File: src/rtl/bus_scheduler.sv
// ---------------------------------------------------------------------------
// bus_scheduler
//   Two-master / multi-slave bus arbiter. A request in IDLE grants one
//   master (ties go to the master not granted last). The owner then shifts
//   in a serial slave address (LSB first), waits for s_ready, and owns the
//   data phase until it drops its request or is preempted after HOLD_MAX
//   contended DATA cycles. A one-cycle RELEASE clears all selects.
//
//   Optional feature: define BUS_SCHEDULER_TIMEOUT_EN to abort WAIT_READY
//   after TIMEOUT cycles with a one-cycle timeout_err pulse. Without it,
//   WAIT_READY waits indefinitely and timeout_err is tied low.
//
// Ports
//   clk                     system clock, rising edge
//   reset                   asynchronous active-low reset
//   m1/m2_request           master request, held for the whole transaction
//   m1/m2_slave_select      serial slave address, LSB first, after grant
//   s_ready                 ready from the addressed slave
//   m1/m2_grant             bus ownership grant (mutually exclusive)
//   busy                    high in every state except IDLE
//   bus_grant               master mux select: 01 = M1, 10 = M2, 00 = none
//   slave_grant             slave mux select
//   timeout_err             one-cycle WAIT_READY abort pulse
// ---------------------------------------------------------------------------
module bus_scheduler #(
   parameter int SLAVE_ADDR_BITS = 2,
   parameter int HOLD_MAX        = 16,
   parameter int TIMEOUT         = 32
) (
   input  logic                       clk,
   input  logic                       reset,
   input  logic                       m1_request,
   input  logic                       m2_request,
   input  logic                       m1_slave_select,
   input  logic                       m2_slave_select,
   input  logic                       s_ready,
   output logic                       m1_grant,
   output logic                       m2_grant,
   output logic                       busy,
   output logic [1:0]                 bus_grant,
   output logic [SLAVE_ADDR_BITS-1:0] slave_grant,
   output logic                       timeout_err
);

   localparam int AW = (SLAVE_ADDR_BITS > 1) ? $clog2(SLAVE_ADDR_BITS) : 1;
   localparam int HW = $clog2(HOLD_MAX + 1);

   if (SLAVE_ADDR_BITS < 1 || HOLD_MAX < 1 || TIMEOUT < 1) begin : g_bad_cfg
      $error("bus_scheduler: SLAVE_ADDR_BITS, HOLD_MAX and TIMEOUT must be >= 1");
   end

   typedef enum logic [2:0] {
      S_IDLE, S_ADDR, S_WAIT, S_DATA, S_REL
   } state_e;

   state_e                     state_q;
   logic                       owner_q;      // 0 = M1, 1 = M2
   logic                       last_q;       // last winner, 0 = M1, 1 = M2
   logic                       m1_grant_q, m2_grant_q, busy_q;
   logic [1:0]                 bus_grant_q;
   logic [SLAVE_ADDR_BITS-1:0] slave_grant_q;
   logic [AW-1:0]              addr_cnt_q;
   logic [HW-1:0]              hold_cnt_q;

   logic own_req, oth_req, own_sel, idle_win;

   assign own_req = owner_q ? m2_request      : m1_request;
   assign oth_req = owner_q ? m1_request      : m2_request;
   assign own_sel = owner_q ? m2_slave_select : m1_slave_select;
   // On a tie the master that did not win last time gets the bus.
   assign idle_win = (m1_request && m2_request) ? ~last_q : m2_request;

`ifdef BUS_SCHEDULER_TIMEOUT_EN
   localparam int TW = $clog2(TIMEOUT + 1);
   logic [TW-1:0] tmo_cnt_q;
   logic          timeout_err_q;
   assign timeout_err = timeout_err_q;
`else
   assign timeout_err = 1'b0;
`endif

   always_ff @(posedge clk or negedge reset) begin
      if (!reset) begin
         state_q       <= S_IDLE;
         owner_q       <= 1'b0;
         last_q        <= 1'b1;
         m1_grant_q    <= 1'b0;
         m2_grant_q    <= 1'b0;
         busy_q        <= 1'b0;
         bus_grant_q   <= 2'b00;
         slave_grant_q <= '0;
         addr_cnt_q    <= '0;
         hold_cnt_q    <= '0;
`ifdef BUS_SCHEDULER_TIMEOUT_EN
         tmo_cnt_q     <= '0;
         timeout_err_q <= 1'b0;
`endif
      end else begin
`ifdef BUS_SCHEDULER_TIMEOUT_EN
         timeout_err_q <= 1'b0;
`endif
         case (state_q)
            S_IDLE: begin
               if (m1_request || m2_request) begin
                  state_q     <= S_ADDR;
                  owner_q     <= idle_win;
                  m1_grant_q  <= ~idle_win;
                  m2_grant_q  <= idle_win;
                  bus_grant_q <= idle_win ? 2'b10 : 2'b01;
                  busy_q      <= 1'b1;
                  addr_cnt_q  <= '0;
               end
            end
            S_ADDR: begin
               if (!own_req) begin
                  state_q <= S_REL;
                  m1_grant_q <= 1'b0; m2_grant_q <= 1'b0;
                  bus_grant_q <= 2'b00; slave_grant_q <= '0;
               end else begin
                  slave_grant_q[addr_cnt_q] <= own_sel;
                  if (addr_cnt_q == AW'(SLAVE_ADDR_BITS - 1)) begin
                     state_q <= S_WAIT;
`ifdef BUS_SCHEDULER_TIMEOUT_EN
                     tmo_cnt_q     <= '0;
                     // Registered pulse must already be high in cycle 1.
                     timeout_err_q <= (TIMEOUT == 1);
`endif
                  end else begin
                     addr_cnt_q <= addr_cnt_q + 1'b1;
                  end
               end
            end
            S_WAIT: begin
               if (!own_req) begin
                  state_q <= S_REL;
                  m1_grant_q <= 1'b0; m2_grant_q <= 1'b0;
                  bus_grant_q <= 2'b00; slave_grant_q <= '0;
               end
`ifdef BUS_SCHEDULER_TIMEOUT_EN
               else if (tmo_cnt_q == TW'(TIMEOUT - 1)) begin
                  // Last allowed cycle just ended: abort, even if s_ready.
                  state_q <= S_REL;
                  m1_grant_q <= 1'b0; m2_grant_q <= 1'b0;
                  bus_grant_q <= 2'b00; slave_grant_q <= '0;
               end
`endif
               else if (s_ready) begin
                  state_q    <= S_DATA;
                  hold_cnt_q <= '0;
               end
`ifdef BUS_SCHEDULER_TIMEOUT_EN
               else begin
                  if (tmo_cnt_q != TW'(TIMEOUT)) tmo_cnt_q <= tmo_cnt_q + 1'b1;
                  // Raise the pulse so it is visible during the final cycle.
                  timeout_err_q <= (tmo_cnt_q == TW'(TIMEOUT - 2));
               end
`endif
            end
            S_DATA: begin
               if (!own_req || (oth_req && hold_cnt_q == HW'(HOLD_MAX - 1))) begin
                  state_q <= S_REL;
                  m1_grant_q <= 1'b0; m2_grant_q <= 1'b0;
                  bus_grant_q <= 2'b00; slave_grant_q <= '0;
               end else if (oth_req && hold_cnt_q != HW'(HOLD_MAX)) begin
                  hold_cnt_q <= hold_cnt_q + 1'b1;
               end
            end
            S_REL: begin
               state_q <= S_IDLE;
               busy_q  <= 1'b0;
               last_q  <= owner_q;
            end
            default: state_q <= S_IDLE;
         endcase
      end
   end

   assign m1_grant    = m1_grant_q;
   assign m2_grant    = m2_grant_q;
   assign busy        = busy_q;
   assign bus_grant   = bus_grant_q;
   assign slave_grant = slave_grant_q;

endmodule

File: config.mk
export PLATFORM = sky130hd
export DESIGN_NAME = bus_scheduler
export DESIGN_NICKNAME = d
export VERILOG_FILES = /design/src/rtl/bus_scheduler.sv
export SDC_FILE = /design/constraint.sdc
export NUM_CORES = 1
export LEC_CHECK = 0
export CAP_MARGIN = 20
export CORE_MARGIN = 2
export CORE_UTILIZATION = 55
export CTS_CLUSTER_DIAMETER = 80
export CTS_CLUSTER_SIZE = 28
export DETAILED_ROUTE_END_ITERATION = 10
export PLACE_DENSITY = 0.8
export SLEW_MARGIN = 20
export SYNTH_ARGS = -nofsm -noshare
export SYNTH_HDL_FRONTEND = slang
export SYNTH_SLANG_ARGS = --single-unit
export TNS_END_PERCENT = 1
File: constraint.sdc
create_clock -name clk -period 3.1 [get_ports clk]
set_input_delay 0.465 -clock clk [delete_from_list [all_inputs] [get_ports clk]]
set_output_delay 0.465 -clock clk [all_outputs]
set_load 0.01 [all_outputs]
==> flow_summary.toml <==
[global_route]
grt_overflow = 0
grt_max_degree = 17
grt.total_usage = 0.230
antenna_found_initial = 0
grt_pass1_vias = 754
grt_first_pass_wirelength_mm = 3.31

[routing]
wire_per_inst_um = 15.2
remaining_drc_errors = 0
firstDrtPassIters = 4
vias = 829
wirelength_mm = 1.99
drt-vias-per-instance = 6.33
drt_iter0_drc = 25
drtAntennaViolNets = 0

[power]
peakVddDrop_v = 0.000429
intPower_mw = 0.581
switchingPower_mw = 0.410
comb_power_share = 0.453
power_density_nw_per_um2 = 927
p_clk_frac = 0.120
p_seq_frac = 0.427
leakage_nw = 0.468
switching_share = 0.414

[sta]
hold_viol = 0
worst-slew-pin-transition_ns = 0.741
slew_viol_final = 0
finalCritPeriodShare = 0.721
fin_tns_setup_ns = 0
fmax_mhz = 447
slew-limit-headroom = 0.505
finalSetupViolations = 0
fin_crit_ns = 2.24
finClkSkew_ns = 0.00617
rsz0062_at_grt = "no"

[worst_setup_path]
crit_arrival_ns = 2.42
end_kind = "flip-flop"
worstPathMaxFanout = 5
crit_type = "flip-flop to flip-flop"
r2r-end = "hold_cnt_q[3]$_DFFE_PN0P_"
crit_path_start_kind = "flip-flop"
rrSetupSlack_ns = 0.86
required_ns = 3.28
reg2regPathDepth = 7
startpoint = "hold_cnt_q[0]$_DFFE_PN0P_"
r2r-start = "hold_cnt_q[0]$_DFFE_PN0P_"
cp-endpoint = "hold_cnt_q[3]$_DFFE_PN0P_"

[floorplan]
die-area_um2 = 2070
start_util = 0.608
die_w_um = 45.5
coreArea_um2 = 1560
pin_count = 15
die_y_um = 45.5
fp-row-count = 14

[final_layout]
final_nets = 126
final_cell_mix = "dfrtp_1, clkdlybuf4s50_1, inv_1"
fin_util = 0.685
n_fill_cell = 134
n_antenna_cell = 0
drive_above_1_share = 0.0870
syn_to_final_growth_pct = 12.8
layout_commonest_cell = "dfrtp_1"
register_area_um2 = 402
multi_input_area_um2 = 445

[place]
dp_hpwl_mm = 1.41
io_buffers = 13
gp_congestion = 0.820

[logic_synthesis]
synth_area_per_cell_um2 = 8.94
synth_cell_types = 34
async_reset_ff_frac = 1.00
yosysWarningCount = 0
ys_ff_latch = 16
synth_edf_count = 0
synth_seq_area_share = 0.424
syn_inst = 106
synth_ff_type = "dfrtp_1"
syn-num-nets = 116
netlist_area_um2 = 947

[cts]
cts_setup_buffers = 0
clkSinkCount = 16
cts_buffers = 3
cts_root_buffer = "clkbuf_4"
clk_path_buf_depth = 2
ctsResizeCount = 0
ctsHoldBuffers = 0
clkLatencyLatePin_ns = 0.30
cts_tree = "built"
clk_pin_slew_ns = 0.10
h-tree-depth = 1

[outcome]
status = "complete, no violations"

[run]
drv_cap = 0

[worst_hold_path]
hp-class = "flip-flop to flip-flop"
power by group through the flow:
stage | Sequential (mW) | Clock (mW) | Combinational [mW]
after floorplan | 0.380 | 0 | 0.354
after global placement | 0.420 | 0 | 0.430
after detailed placement | 0.425 | 0 | 0.443
after CTS | 0.422 | 0.122 | 0.450
after global routing | 0.441 | 0.129 | 0.501
final | 0.423 | 0.119 | 0.449
critical path, cell delays in order, from the launching register on:
cell     delay, ns
dfrtp_1       0.44
ha_1          0.24
and3_1        0.19
ha_1          0.19
nand4_1       0.19
or4b_4        0.52
nor2_1        0.23
o21ai_0       0.12
flip-flops by register name (all words and copies together) (netlist names):
name,flops
slave_grant,2
busy,1
last_q,1
state_q,3
addr_cnt_q,1
m2_grant,1
hold_cnt_q,5
owner_q,1
bus_grant,1
synthesized netlist by cell type (all sizes together), types with 2 or more instances:
library cell  number  share of area
a21oi              9          0.048
a31oi              3          0.020
and3               3          0.020
buf                8          0.058
dfrtp             15           0.40
ha                 3          0.040
inv               12          0.048
mux2               2          0.024
mux2i              2          0.021
nand2              3          0.012
nand3              3          0.016
nor2               8          0.032
nor3               5          0.026
nor4b              3          0.028
o21ai             10          0.053
o22ai              2          0.013
o32ai              2          0.018
or2                2          0.016
stage by stage:
stage	instances	power [mW]	instance area (um^2)	hold WS, ns	setup slack (ns)
finish	131	0.991	1070	0.544	0.864
global route	131	1.07	1070	0.576	0.762
CTS	131	0.994	1070	0.549	0.879
detailed placement	127	0.868	1040	0.533	0.695
global placement	127	0.850	1040	0.517	0.802
floorplan	106	0.734	947	0.169	1.07
how the worst min path moves through the flow:
stage                               startpoint                    endpoint  slack, ns  depth (start not counted)
finish                        busy$_DFFE_PN0P_            busy$_DFFE_PN0P_       0.54                          2
global route        slave_grant[0]$_DFFE_PN0P_  slave_grant[0]$_DFFE_PN0P_       0.58                          2
CTS                           busy$_DFFE_PN0P_            busy$_DFFE_PN0P_       0.55                          2
detailed placement   hold_cnt_q[0]$_DFFE_PN0P_   hold_cnt_q[0]$_DFFE_PN0P_       0.53                          1
global placement     hold_cnt_q[0]$_DFFE_PN0P_   hold_cnt_q[0]$_DFFE_PN0P_       0.52                          1
floorplan                                reset      addr_cnt_q$_DFFE_PN0P_       0.17                          0
layout make-up:
class / instances / share of cell area
clock buffer: 4 / 0.0246
timing repair buffer: 13 / 0.122
multi-input combinational: 70 / 0.417
sequential: 16 / 0.376
inverter: 12 / 0.0422
tap: 16 / 0.0187
logic make-up after synthesis:
logic type / Yosys count / share of synthesized area
AO/OA/AOI/OAI: 28 / 0.169
adder cells (fa/ha/maj): 3 / 0.0396
buffers and inverters: 20 / 0.106
flip-flops: 16 / 0.424
multiplexers: 4 / 0.0449
other: 1 / 0.00396
AND/OR/NAND/NOR: 34 / 0.213
routing by layer:
layer,track usage,up-vias,wire length (um)
li1,-,392,-
met1,0.288,400,856
met2,0.366,32,980
met3,0.0516,5,107
met4,0.124,0,45
met5,0,-,0
Power figures use the tool's default switching activity.
